===== config.mk =====
export PLATFORM = sky130hd
export DESIGN_NAME = wb_stream_loader
export DESIGN_NICKNAME = d
export VERILOG_FILES = /design/src/rtl/wb_stream_loader.sv
export SDC_FILE = /design/constraint.sdc
export NUM_CORES = 1
export LEC_CHECK = 0
export BUFFER_PORTS_ARGS = -buffer_cell sky130_fd_sc_hd__buf_2
export CAP_MARGIN = 20
export CORE_ASPECT_RATIO = 2
export CORE_UTILIZATION = 50
export DETAILED_ROUTE_END_ITERATION = 10
export PLACE_DENSITY = 0.85
export SETUP_SLACK_MARGIN = 0.5
export SLEW_MARGIN = 40
export SYNTH_ARGS = -nofsm -noshare
export SYNTH_HDL_FRONTEND = slang
export SYNTH_SLANG_ARGS = --single-unit

===== constraint.sdc =====
create_clock -name wb_clk_i -period 4.66 [get_ports wb_clk_i]
set_clock_uncertainty 0.15 [all_clocks]
set_input_delay 0.699 -clock wb_clk_i [delete_from_list [all_inputs] [get_ports wb_clk_i]]
set_output_delay 0.699 -clock wb_clk_i [all_outputs]
set_load 0.05 [all_outputs]

===== src/rtl/wb_stream_loader.sv =====
// wb_stream_loader
//   Wishbone master that loads a byte stream into a Wishbone slave RAM.
//   Bytes are packed big-endian into 32-bit words (first byte -> [31:24]) and
//   written to consecutive word addresses starting at a latched base. A short
//   final word carries zeros and cleared byte selects in its unfilled lanes.
//   A bus cycle that waits TIMEOUT cycles without ack aborts the load and sets
//   the sticky error flag.
//
//   Optional feature macro: WB_STREAM_LOADER_VERIFY_EN
//     When defined, every acknowledged write is followed (after one idle
//     cycle) by a read of the same word. The selected bytes are compared with
//     the written data, and a mismatch aborts the load with err_o.
//
// Ports
//   wb_clk_i, wb_rst_n_i     clock, asynchronous active-low reset
//   start_i                  pulse: latch base_adr_i/len_i and begin (IDLE only)
//   base_adr_i, len_i        start byte address (bits [1:0] ignored), byte count
//   s_dat_i/s_valid_i/s_ready_o  byte stream in
//   wb_adr_o..wb_ack_i       Wishbone master (cyc == stb)
//   busy_o, done_o, err_o    status: load active, end pulse, sticky error
//
// State  | meaning
// IDLE   | waiting for start_i
// FILL   | accepting stream bytes into the word buffer
// WRITE  | write cycle in progress, waiting for ack
// VGAP   | idle cycle between write and read-back (verify build only)
// VERIFY | read-back cycle in progress (verify build only)
// DONE   | one-cycle end-of-load pulse
module wb_stream_loader #(
  parameter int AWIDTH  = 13,
  parameter int LWIDTH  = 16,
  parameter int TIMEOUT = 255
) (
  input  logic              wb_clk_i,
  input  logic              wb_rst_n_i,
  input  logic              start_i,
  input  logic [AWIDTH-1:0] base_adr_i,
  input  logic [LWIDTH-1:0] len_i,
  input  logic [7:0]        s_dat_i,
  input  logic              s_valid_i,
  output logic              s_ready_o,
  output logic [AWIDTH-1:0] wb_adr_o,
  output logic [31:0]       wb_dat_o,
  input  logic [31:0]       wb_dat_i,
  output logic [3:0]        wb_sel_o,
  output logic              wb_we_o,
  output logic              wb_stb_o,
  output logic              wb_cyc_o,
  input  logic              wb_ack_i,
  output logic              busy_o,
  output logic              done_o,
  output logic              err_o
);

  localparam int TW = $clog2(TIMEOUT + 1);
  localparam logic [AWIDTH-1:0] ADR_STEP = AWIDTH'(4);

  typedef enum logic [2:0] {
    S_IDLE, S_FILL, S_WRITE, S_VGAP, S_VERIFY, S_DONE
  } state_t;

  state_t            state_q;
  logic [AWIDTH-1:0] adr_q;
  logic [31:0]       dat_q;
  logic [3:0]        sel_q;
  logic [LWIDTH-1:0] rem_q;
  logic [1:0]        bidx_q;
  logic [TW-1:0]     tmr_q;
  logic              err_q;

`ifdef WB_STREAM_LOADER_VERIFY_EN
  logic [31:0] sel_mask;
  logic        verify_bad;
  assign sel_mask   = {{8{sel_q[3]}}, {8{sel_q[2]}}, {8{sel_q[1]}}, {8{sel_q[0]}}};
  assign verify_bad = |((wb_dat_i ^ dat_q) & sel_mask);
`else
  logic unused_rd_dat;
  assign unused_rd_dat = ^wb_dat_i;
`endif

  always_ff @(posedge wb_clk_i or negedge wb_rst_n_i) begin
    if (!wb_rst_n_i) begin
      state_q <= S_IDLE;
      adr_q   <= '0;
      dat_q   <= '0;
      sel_q   <= '0;
      rem_q   <= '0;
      bidx_q  <= '0;
      tmr_q   <= '0;
      err_q   <= 1'b0;
    end else begin
      case (state_q)
        S_IDLE: begin
          if (start_i) begin
            err_q   <= 1'b0;
            adr_q   <= {base_adr_i[AWIDTH-1:2], 2'b00};
            rem_q   <= len_i;
            dat_q   <= '0;
            sel_q   <= '0;
            bidx_q  <= '0;
            state_q <= (len_i == '0) ? S_DONE : S_FILL;
          end
        end

        S_FILL: begin
          if (s_valid_i) begin
            // ~bidx_q is the byte lane: byte 0 -> lane 3 (bits 31:24)
            dat_q[{~bidx_q, 3'b000} +: 8] <= s_dat_i;
            sel_q[~bidx_q]                <= 1'b1;
            bidx_q                        <= bidx_q + 2'd1;
            rem_q                         <= rem_q - LWIDTH'(1);
            if (bidx_q == 2'd3 || rem_q == LWIDTH'(1)) begin
              tmr_q   <= TW'(TIMEOUT - 1);
              state_q <= S_WRITE;
            end
          end
        end

        S_WRITE: begin
          if (wb_ack_i) begin
`ifdef WB_STREAM_LOADER_VERIFY_EN
            state_q <= S_VGAP;
`else
            adr_q   <= adr_q + ADR_STEP;
            dat_q   <= '0;
            sel_q   <= '0;
            bidx_q  <= '0;
            state_q <= (rem_q == '0) ? S_DONE : S_FILL;
`endif
          end else if (tmr_q == '0) begin
            err_q   <= 1'b1;
            state_q <= S_DONE;
          end else begin
            tmr_q <= tmr_q - TW'(1);
          end
        end

`ifdef WB_STREAM_LOADER_VERIFY_EN
        S_VGAP: begin
          tmr_q   <= TW'(TIMEOUT - 1);
          state_q <= S_VERIFY;
        end

        S_VERIFY: begin
          if (wb_ack_i) begin
            if (verify_bad) begin
              err_q   <= 1'b1;
              state_q <= S_DONE;
            end else begin
              adr_q   <= adr_q + ADR_STEP;
              dat_q   <= '0;
              sel_q   <= '0;
              bidx_q  <= '0;
              state_q <= (rem_q == '0) ? S_DONE : S_FILL;
            end
          end else if (tmr_q == '0) begin
            err_q   <= 1'b1;
            state_q <= S_DONE;
          end else begin
            tmr_q <= tmr_q - TW'(1);
          end
        end
`endif

        S_DONE: state_q <= S_IDLE;

        default: state_q <= S_IDLE;
      endcase
    end
  end

  // Outputs decode straight from registered state so an async reset drops
  // stb/cyc/busy in the same cycle.
  assign s_ready_o = (state_q == S_FILL);
  assign wb_stb_o  = (state_q == S_WRITE) || (state_q == S_VERIFY);
  assign wb_cyc_o  = wb_stb_o;
  assign wb_we_o   = (state_q == S_WRITE);
  assign wb_adr_o  = adr_q;
  assign wb_dat_o  = dat_q;
  assign wb_sel_o  = sel_q;
  assign busy_o    = (state_q == S_FILL) || (state_q == S_WRITE) ||
                     (state_q == S_VGAP) || (state_q == S_VERIFY);
  assign done_o    = (state_q == S_DONE);
  assign err_o     = err_q;

endmodule


==> results.cfg <==
[worst_setup_path]
worst_ep_required_time_ps = 3810
start_kind = flip-flop
cp_cell_sequence = or3b_4 -> inv_1 -> buf_2
cp_num_buf_inv = 2
crit_family = buffers and inverters
endpoint_kind = output port
max_stage_delay_ps = 600
cp.arrival_ps = 2410
worstPathMaxFanout = 29
cp_slowest_cell = inv_1
crit_type = reg2out

[timing]
rsz0062_at_grt = false
timing.fmax_mhz = 307.2
report.final.setup_viol = 0
worstMarginPinSlew_ps = 760.9
slew_headroom = 0.4922
final.setup.worst_slack_ps = 1405
tns_ps = 0
hold_viol_final = 0
slew_violations = 0
fin_crit_sh = 0.6985
layout_min_cycle_time_ps = 3255

[clocking]
clock_latency_ps = 330
cts_tree = done
cts_buffers = 9
htreeDepth = 3
clock_path_buffers = 2
numClockSinks = 77
post-cts-setup-buffer-count = 0
cts.clk_slew.worst_paths_ps = 60
ctsRootBufferMaster = clkbuf_16
ctsHoldBuffers = 0
cts_resized = 0

[grt]
overflow = 0
grt_max_degree = 41
grt_pass1_vias = 3586
grt_util_all_layers = 0.2627
antenna_found_initial = 0
grt_pass1_wl_mm = 17.17

[pwr]
p_leak_nw = 2.256
power_density_nw_per_um2 = 729.5
power_mw = 3.492
ir_drop_v = 0.0003978

[floorplanning]
die_x_um = 65.22
die_y_um = 128.4
core-area_um2 = 7657
std_cell_rows = 45
die_area_um2 = 8376
start_util = 0.5219
ios = 130

[yosys]
ys_seq_elements = 77
synth_top_area_frac = 0.4822
ys_seq_area_frac = 0.4822
synth_edf_count = 0
netlist_area_um2 = 3996
synth_cell_types = 57
synth_area_leader_cell = dfrtp_1
synth_area_per_cell_um2 = 9.700
yosys_warnings = 0
synth_flop_cell = dfrtp_1
synth_cells = 412
synthArstFlopShare = 1.000
synth.area.top_cells = dfrtp_1, a22o_1, a21oi_1, o21ai_0, ha_1

[place]
post_dp_cell_area_um2 = 4476
port_buffers = 93
preCtsSetupSlack_ps = 1775
place_hpwl_mm = 7.377
gp_congestion = 0.9267

[detailed_routing]
first_pass_iters = 5
drt-total-wl_mm = 10.32
drc = 0
drtIter0Drc = 335
dr_total_vias = 3626
wl_per_cell_um = 17.38
final_antenna_net_count = 0
vias_per_cell = 6.104

[job]
maxCapViolations = 0

[finish]
multi_input_area_um2 = 1896
fillCellCount = 659
final_nets = 579
diodes = 0
syn2layout_area_growth_pct = 19.79
seq_area_um2 = 1927
fin_area_um2 = 4787
drive_gt1_frac = 0.2560

[outcome]
outcome = finished clean

[hold_path]
hold_class = in2async
## layout make-up
class | count | share of cell area
sequential | 77 | 0.4025
timing repair buffer | 97 | 0.1035
clock buffer | 9 | 0.04705
clock inverter | 7 | 0.01699
tap | 94 | 0.02457
multi-input combinational | 298 | 0.3960
inverter | 12 | 0.009409
## worst register-to-register path: stages, from the launching register on
cell     delay (ps)
dfrtp_1         520
or3b_2          770
inv_1           150
buf_4           290
nand3_1         140
nor3_2          470
a22o_1          260
## Yosys cell counts (6+ instances only)
library cell,number
buf_2,15
nor3_1,17
ha_1,10
a22o_1,28
nand3_1,19
inv_1,12
o22ai_1,7
a21oi_1,33
nor4_1,7
buf_4,6
and3_1,9
nand2_1,32
o21ai_0,30
a2bb2oi_1,8
nor2_1,25
dfrtp_1,77
## power by group
part	total (mW)	leakage, nW	internal (mW)	switching, mW
sequential	1.18	0.963	0.918	0.262
combinational	1.59	1.14	0.475	1.12
clock	0.720	0.153	0.424	0.295
## final timing paths
| path | slack, ps | start | end | cells after the start |
|---|---|---|---|---|
| worst max-delay path | 1410 | state_q[2] | wb_we_o | 3 |
| worst min-delay path | 180 | wb_rst_n_i | wb_adr_o[12] | 1 |
| worst max register to register | 1840 | state_q[2] | wb_dat_o[5] | 6 |
| worst min register to register | 330 | wb_dat_o[9] | wb_dat_o[9] | 2 |
| max in group asynchronous | 3290 | wb_rst_n_i | wb_sel_o[2] | 2 |
| min in group wb_clk_i | 330 | wb_dat_o[9] | wb_dat_o[9] | 2 |
## cells by family (layout without fill, tap and decap cells)
family | Yosys count | count (layout) | share of synthesized area
flops | 77 | 77 | 0.4822
xor+xnor | 2 | 2 | 0.004384
other cells | 1 | 2 | 0.0009384
simple gates | 141 | 141 | 0.1900
fa+ha+maj | 10 | 10 | 0.03131
mux | 5 | 5 | 0.01252
buf+inv | 38 | 125 | 0.04602
compound gates | 138 | 138 | 0.2326
## metal layers
| metal | vias up | wire, um | share of wire | GRT usage |
|---|---|---|---|---|
| li1 | 1691 | - | - | - |
| met5 | - | 0 | 0 | 0 |
| met4 | 0 | 329 | 0.032 | 0.1125 |
| met2 | 135 | 5629 | 0.55 | 0.4694 |
| met1 | 1774 | 3928 | 0.38 | 0.3003 |
| met3 | 26 | 436 | 0.042 | 0.04433 |
## state kept, by name, indices dropped and copies added, names as in the netlist
| register | count |
|---|---|
| state_q | 3 |
| rem_q | 16 |
| wb_adr_o | 11 |
| err_o | 1 |
| wb_dat_o | 32 |
| bidx_q | 2 |
| tmr_q | 8 |
| wb_sel_o | 4 |
## per-stage QoR
step	utilization	cells	hold WS (ps)
CTS	0.6245	593	199.0
floorplan	-	413	253.4
global route	0.6252	594	222.1
global placement	0.5833	577	310.7
finish	0.6252	594	178.4
detailed placement	0.5845	577	319.0
## layout by cell type, fill, tap and decap left out, types with 3 or more instances in the layout
| master | n |
|---|---|
| nor2_1 | 25 |
| buf_4 | 4 |
| and3_1 | 9 |
| or3_1 | 3 |
| clkbuf_16 | 9 |
| a22o_1 | 28 |
| nand2_1 | 32 |
| mux2i_1 | 5 |
| a21oi_1 | 33 |
| nor4_1 | 7 |
| o21a_1 | 4 |
| nand3_1 | 19 |
| dfrtp_1 | 77 |
| and2_1 | 5 |
| ha_1 | 10 |
| inv_6 | 3 |
| buf_2 | 93 |
| o21ai_0 | 30 |
| o22ai_1 | 7 |
| o2bb2ai_1 | 3 |
| inv_1 | 12 |
| nand2b_1 | 5 |
| a31oi_1 | 4 |
| nor3_1 | 17 |
| a22oi_1 | 3 |
| a2bb2oi_1 | 8 |
(Power assumes the default switching activity.)
